<file path="src/rtl/adc_pkg.sv">
// Shared definitions for the ADC conversion scheduler.
//   - ADC_DATA_W : default ADC result width
//   - SDATA_CH_W : width of the channel tag that prefixes each sample
//   - state_t    : scheduler FSM encoding (also exported on the STATE port)
package adc_pkg;

    localparam int unsigned ADC_DATA_W = 18;

    // Sample word layout: {channel[SDATA_CH_W-1:0], result[DATA_W-1:0]}
    localparam int unsigned SDATA_CH_W = 1;

    typedef enum logic [2:0] {
        S_IDLE  = 3'd0,
        S_CNV   = 3'd1,
        S_WBH   = 3'd2,
        S_WBL   = 3'd3,
        S_SHIFT = 3'd4,
        S_STORE = 3'd5
    } state_t;

endpackage

</file>
<file path="src/rtl/adc_serial_shifter.sv">
// Serial read-out engine for one ADC word.
//   clk, rst_n : system clock (negative-edge logic), async active-low reset
//   start      : one-cycle request; begins a read-out on the next edge
//   sdout      : serial data from the selected ADC
//   cs_n       : active-low chip select, low for the whole read-out
//   sclk       : serial clock, CLK/2, idles low
//   done       : one-cycle pulse once the word is complete
//   data       : captured word, MSB first, stable until the next start
module adc_serial_shifter
    import adc_pkg::*;
#(
    parameter int unsigned DATA_W = ADC_DATA_W
) (
    input  logic              clk,
    input  logic              rst_n,
    input  logic              start,
    input  logic              sdout,
    output logic              cs_n,
    output logic              sclk,
    output logic              done,
    output logic [DATA_W-1:0] data
);

    localparam int unsigned BIT_W = $clog2(DATA_W + 1);

    logic             active;
    logic [BIT_W-1:0] bit_cnt;

    assign cs_n = ~active;

    always_ff @(negedge clk or negedge rst_n) begin
        if (!rst_n) begin
            active  <= 1'b0;
            sclk    <= 1'b0;
            bit_cnt <= '0;
            data    <= '0;
            done    <= 1'b0;
        end else begin
            done <= 1'b0;
            if (start) begin
                active  <= 1'b1;
                sclk    <= 1'b0;
                bit_cnt <= '0;
            end else if (active) begin
                if (sclk) begin
                    // Falling half: after the last rising edge, park SCLK low and finish.
                    sclk <= 1'b0;
                    if (bit_cnt == BIT_W'(DATA_W)) begin
                        active <= 1'b0;
                        done   <= 1'b1;
                    end
                end else begin
                    // Rising half: capture the bit the ADC presented during the low phase.
                    sclk    <= 1'b1;
                    data    <= {data[DATA_W-2:0], sdout};
                    bit_cnt <= bit_cnt + BIT_W'(1);
                end
            end
        end
    end

endmodule

</file>
<file path="src/rtl/adc_conv_scheduler.sv">
// Periodic two-channel ADC conversion scheduler.
// Starts a conversion every PERIOD cycles on the next enabled channel
// (round-robin), waits for the BUSY pulse, reads the result serially and
// presents {channel, result} on a valid/ready sample port.
//   CLK, RSTN            : system clock (all logic on negedge), async active-low reset
//   EN, CH_MASK, PERIOD  : run enable, channel enables, start-to-start spacing
//   ADCNVST/ADCS/ADSCLK  : per-channel convert start, chip select (low), serial clock
//   ADBUSY/ADSDOUT       : per-channel busy and serial data from the ADCs
//   SVALID/SREADY/SDATA  : sample handshake and payload
//   OVERRUN/TMOERR       : saturating dropped-sample and BUSY-timeout counters
//   STATE                : current FSM state
module adc_conv_scheduler
    import adc_pkg::*;
#(
    parameter int unsigned DATA_W    = ADC_DATA_W,
    parameter int unsigned CNV_PULSE = 4,
    parameter int unsigned BUSY_TMO  = 255
) (
    input  logic                         CLK,
    input  logic                         RSTN,
    input  logic                         EN,
    input  logic [1:0]                   CH_MASK,
    input  logic [15:0]                  PERIOD,
    output logic [1:0]                   ADCNVST,
    output logic [1:0]                   ADCS,
    output logic [1:0]                   ADSCLK,
    input  logic [1:0]                   ADBUSY,
    input  logic [1:0]                   ADSDOUT,
    output logic                         SVALID,
    input  logic                         SREADY,
    output logic [DATA_W+SDATA_CH_W-1:0] SDATA,
    output logic [7:0]                   OVERRUN,
    output logic [7:0]                   TMOERR,
    output logic [2:0]                   STATE
);

    localparam int unsigned CNT_W = 16;

    state_t            state, state_next;
    logic [15:0]       timer;
    logic              rr;
    logic              ch;
    logic              ch_pick;
    logic [CNT_W-1:0]  cnt;
    logic              go;
    logic              pulse_done;
    logic              tmo_hit;
    logic              tmo_event;
    logic              load_ok;
    logic              busy_ch;
    logic              start_shift;
    logic              shift_done;
    logic              sh_cs_n;
    logic              sh_sclk;
    logic              sh_sdout;
    logic [DATA_W-1:0] sh_data;

    assign busy_ch     = ADBUSY[ch];
    assign sh_sdout    = ADSDOUT[ch];
    assign go          = EN && (CH_MASK != 2'b00) && (timer == 16'd0);
    assign ch_pick     = CH_MASK[rr] ? rr : ~rr;
    assign pulse_done  = (cnt == CNT_W'(CNV_PULSE - 1));
    assign tmo_hit     = (cnt == CNT_W'(BUSY_TMO - 1));
    assign tmo_event   = ((state == S_WBH) || (state == S_WBL)) && (state_next == S_IDLE);
    assign load_ok     = !SVALID || SREADY;
    assign start_shift = (state == S_WBL) && (state_next == S_SHIFT);
    assign STATE       = state;

    always_ff @(negedge CLK or negedge RSTN) begin
        if (!RSTN) begin
            state <= S_IDLE;
        end else begin
            state <= state_next;
        end
    end

    always_comb begin
        state_next = state;
        ADCNVST    = '0;
        ADCS       = '1;
        ADSCLK     = '0;

        case (state)
            S_IDLE:  if (go) state_next = S_CNV;
            S_CNV:   if (pulse_done) state_next = S_WBH;
            S_WBH: begin
                if (busy_ch)      state_next = S_WBL;
                else if (tmo_hit) state_next = S_IDLE;
            end
            S_WBL: begin
                if (!busy_ch)     state_next = S_SHIFT;
                else if (tmo_hit) state_next = S_IDLE;
            end
            S_SHIFT: if (shift_done) state_next = S_STORE;
            S_STORE: state_next = S_IDLE;
            default: state_next = S_IDLE;
        endcase

        // Only the selected channel is ever driven; the other stays parked.
        ADCNVST[ch] = (state == S_CNV);
        ADCS[ch]    = sh_cs_n;
        ADSCLK[ch]  = sh_sclk;
    end

    always_ff @(negedge CLK or negedge RSTN) begin
        if (!RSTN) begin
            timer <= '0;
            rr    <= 1'b0;
            ch    <= 1'b0;
            cnt   <= '0;
        end else begin
            if ((state == S_IDLE) && go) begin
                // The CNV entry cycle is the first of the PERIOD cycles, so the
                // next start lands exactly PERIOD cycles after this one.
                timer <= (PERIOD == 16'd0) ? 16'd0 : PERIOD - 16'd1;
                ch    <= ch_pick;
                rr    <= ~ch_pick;
            end else if (timer != 16'd0) begin
                timer <= timer - 16'd1;
            end
            cnt <= (state_next != state) ? '0 : cnt + CNT_W'(1);
        end
    end

    always_ff @(negedge CLK or negedge RSTN) begin
        if (!RSTN) begin
            SVALID  <= 1'b0;
            SDATA   <= '0;
            OVERRUN <= '0;
            TMOERR  <= '0;
        end else begin
            if ((state == S_STORE) && load_ok) begin
                SDATA  <= {ch, sh_data};
                SVALID <= 1'b1;
            end else if (SVALID && SREADY) begin
                SVALID <= 1'b0;
            end
            if ((state == S_STORE) && !load_ok && (OVERRUN != 8'hFF)) begin
                OVERRUN <= OVERRUN + 8'd1;
            end
            if (tmo_event && (TMOERR != 8'hFF)) begin
                TMOERR <= TMOERR + 8'd1;
            end
        end
    end

    adc_serial_shifter #(
        .DATA_W (DATA_W)
    ) u_shifter (
        .clk   (CLK),
        .rst_n (RSTN),
        .start (start_shift),
        .sdout (sh_sdout),
        .cs_n  (sh_cs_n),
        .sclk  (sh_sclk),
        .done  (shift_done),
        .data  (sh_data)
    );

endmodule

</file>
<file path="config.mk">
export PLATFORM = sky130hd
export DESIGN_NAME = adc_conv_scheduler
export DESIGN_NICKNAME = d
export VERILOG_FILES = /design/src/rtl/adc_pkg.sv /design/src/rtl/adc_serial_shifter.sv /design/src/rtl/adc_conv_scheduler.sv
export SDC_FILE = /design/constraint.sdc
export NUM_CORES = 1
export LEC_CHECK = 0
export BUFFER_PORTS_ARGS = -buffer_cell sky130_fd_sc_hd__buf_2
export CORE_MARGIN = 2
export CORE_UTILIZATION = 35
export CTS_BUF_LIST = sky130_fd_sc_hd__clkbuf_8
export DETAILED_ROUTE_END_ITERATION = 10
export PLACE_DENSITY_LB_ADDON = 0.08
export SYNTH_ARGS = -nofsm -noshare
export SYNTH_HDL_FRONTEND = slang
export SYNTH_SLANG_ARGS = --single-unit
export TNS_END_PERCENT = 20
</file>
<file path="constraint.sdc">
create_clock -name CLK -period 3 [get_ports CLK]
set_clock_uncertainty 0.1 [all_clocks]
set_input_delay 0.3 -clock CLK [delete_from_list [all_inputs] [get_ports CLK]]
set_output_delay 0.3 -clock CLK [all_outputs]
set_load 0.1 [all_outputs]
</file>
==> results by group <==
Floorplan
  • Top Ports: 71
  • Initial cell density of the core: 35.6%
  • Die area: 15000 µm²
  • Row cnt: 43
  • Core footprint: 13800 µm²
  • Die Wd: 123 µm
  • Die height: ~120 µm

Synth
  • Seq/Total Area, Yosys: between 50% and 60%
  • Mapped cell area: just under 5000 µm²
  • Count of cell types in the netlist: 54
  • FFs w/ async S/R, synth: 100%
  • Gate Count Post-Synth: 441
  • Yosys reg bits: 99
  • Synthesized area per cell: 11.2 µm²
  • Most area-hungry cell type in the Yosys netlist: dfrtn_1
  • Syn Nets: 476
  • Main synth FF type: dfrtn_1
  • Warnings from Yosys: 0
  • Share of the synthesized area in the top cell type: 50.3%
  • Post-synth EDFFs: 0
  • Synth area leaders: dfrtn_1, mux2_2, xnor2_1

Critical path
  • Flop2flop setup slack: about 0.74 ns
  • Crit path max-delay cell type: dfrtn_1
  • Startpoint Class: flip-flop
  • R2R cell count: 6
  • Crit Reg-Reg Endpoint: cnt[10]
  • Worst Setup EP: ADCNVST[1]
  • Crit path from: STATE[1]
  • Crit-path cells: nor2_4 -> and3_4 -> buf_12
  • Worst R2R Start: timer[2]
  • Worst Path Required: 2.60 ns
  • Crit path capture type: primary output
  • CP peak stage delay: between 0.3 and 0.4 ns
  • Worst path arrival time: 2.80 ns
  • Crit Path Class: flip-flop to primary output
  • Peak fanout along the critical path: 4

Timing
  • Slew @ Worst Pin: ~0.61 ns
  • Final Hold Fails: 0
  • WHS: 0.351 ns
  • Number of max-slew violations in the final report: 0
  • Final setup vio count: 26
  • Setup_tns: -2.89 ns
  • Slew margin rel.: roughly three fifths
  • RSZ-0062 raised after global routing: yes
  • Final Worst Setup Slack: -0.196 ns

Clock network
  • Root Driver: clkbuf_8
  • Sink Count: 99
  • Clock latency on the worst-skew pair: 0.36 ns
  • Worst-case clock buffer depth: 2
  • CTS Buf Count: 9
  • CTS tree: built
  • CTS clk-pin slew, worst paths: 0.06 ns
  • H-tree depth: 3

Routing
  • Via count: 3751
  • Final WL: 10800 µm
  • DRC Markers: 0
  • Antenna Violating Nets Remaining: 0
  • Initial DRC count: 265
  • WL/cell: roughly 14 µm
  • Drt pass-1 iters: 4
  • Vias per cell: between 5 and 6

Final layout
  • Post-Layout Inst Area: 6910 µm²
  • Commonest non-fill, non-tap cell in the layout: dfrtn_1
  • Most frequent cells in the layout: dfrtn_1, buf_12, buf_4, mux2_2, xnor2_1
  • Antenna fix cells: 0
  • # nets final: roughly 600
  • Layout cell share with drive strength beyond 1: 37.7%
  • Final Util: between 40% and 50%
  • Synth-to-Final Area Change: 40.4%

Pwr
  • Sw Pwr: 0.00212 W
  • Pwr Density: between 700 and 800 nW/µm²
  • Power share of the combinational group: 46.8%
  • Internal power: 0.00298 W
  • Leakage power: 3.01 nW
  • Clk pwr share: 15.8%
  • Flop pwr share: 37.4%
  • Worst vdd ir: 251 µV
  • Switching share of total power: 41.5%

Global route
  • Total Routing Usage GR: between 15 and 20%
  • Vias in the first global route: 3682
  • Grt ovf: 0
  • Largest net degree at the start of global routing: 42
  • Initial antenna violation count: 0
  • First-pass GRT wire length: 18400 µm

Place
  • GPL Wtd Cong: 0.829
  • PortBufs: 70
  • Cell Area, Placed: 6560 µm²
  • Detail Placement HPWL: between 7000 and 8000 µm

Min path
  • Hold Crit Class: flip-flop to flip-flop

Status
  • Run status: finished with violations
  • Failing checks: negative setup slack

Job
  • Max Cap Viol: 0
==> critical path: cells and delay by family, from the launching register on <==
kind,cells,cell delay [ns]
buffers and inverters,1,0.17
DFF,1,0.37
and+or+nand+nor,2,0.40
==> routing by layer <==
| layer | vias to the layer above | routed length [µm] | share of wire (%) | GRT usage [%] |
|---|---|---|---|---|
| li1 | 1827 | - | - | - |
| met1 | 1843 | 5200 | 48 | 21.6 |
| met2 | 72 | 4850 | 45 | 23.4 |
| met3 | 9 | 618 | 5.7 | 4.74 |
| met4 | 0 | 123 | 1.1 | 5.10 |
| met5 | - | 0 | 0 | 0 |
==> worst min path at each step <==
stage | from | end | cells after the start
after floorplan | u_shifter.done | STATE[0] | 2
after detailed placement | u_shifter.data[17] | u_shifter.data[17] | 1
after global placement | u_shifter.data[17] | u_shifter.data[17] | 1
after CTS | u_shifter.data[17] | u_shifter.data[17] | 1
after global routing | u_shifter.data[17] | SDATA[17] | 1
final | u_shifter.data[17] | SDATA[17] | 1
==> power by group through the flow <==
stage	Combinational, W	Clock [W]	Sequential (W)
final	0.00238	0.000803	0.00191
after global routing	0.00253	0.000889	0.00196
after CTS	0.00238	0.000845	0.00191
after detailed placement	0.00234	0	0.00193
after global placement	0.00232	0	0.00192
after floorplan	0.000969	0	0.00250
==> through the flow <==
step / instances / power [W] / worst slack, ns
finish: 748 / 0.00509 / -0.196
global route: 748 / 0.00538 / -0.239
CTS: 742 / 0.00513 / -0.225
detailed placement: 722 / 0.00427 / -0.548
global placement: 722 / 0.00424 / -0.535
floorplan: 441 / 0.00347 / -0.680
==> logic make-up after synthesis <==
family                   share of synthesized area [%]
AND/OR/NAND/NOR                                   19.3
flip-flops                                        50.3
XOR/XNOR                                          9.25
multiplexers                                      10.6
AO/OA/AOI/OAI                                     6.00
buffers and inverters                             2.24
adder cells (fa/ha/maj)                           2.29
==> timing repair <==
| item | CTS | global route |
|---|---|---|
| buffers inserted | 5 | 5 |
| gates cloned | 0 | 1 |
| pin swaps | 5 | 7 |
| hold buffers | 0 | 0 |
| hold endpoints to repair | 0 | 0 |
| resized for setup | 9 | 11 |
| setup endpoints to repair | 31 | 36 |
==> cell usage after synthesis (2+ instances only) <==
library cell	number
a21oi_1	5
xor2_1	20
o21ai_2	3
and2_1	3
ha_1	9
nand3b_1	3
nor3b_1	4
nand3_1	10
xnor2_1	32
mux2_2	39
inv_1	11
o22ai_1	7
o21ai_0	9
mux2i_1	6
buf_2	6
or3_1	7
and4_1	3
nand2b_1	8
nor4_2	2
a211oi_1	4
and3_1	9
buf_4	2
nor3_1	31
clkbuf_1	2
nor2_1	29
nand4_1	16
or2_2	2
o31a_1	3
nand2_1	24
dfrtn_1	99
nor4_1	6
nor2b_1	5
==> layout make-up <==
cell class                      instances  area [µm²]
Inverter                               11        41.3
Tap cell                              180         225
Clock inverter                          5        37.5
Timing Repair Buffer                  123        1490
Multi-Input combinational cell        320        2500
Clock buffer                           10         138
Sequential cell                        99        2480
Fill cell                            1243        6920
==> flip-flops by register name (all words and copies together), names as in the netlist <==
name               cells
rr                     1
u_shifter.bit_cnt      5
u_shifter.sclk         1
cnt                   16
ch                     1
STATE                  3
u_shifter.done         1
timer                 16
u_shifter.active       1
SVALID                 1
OVERRUN                8
TMOERR                 8
SDATA                 19
u_shifter.data        18
No activity file was read; power rests on OpenSTA's default activity.
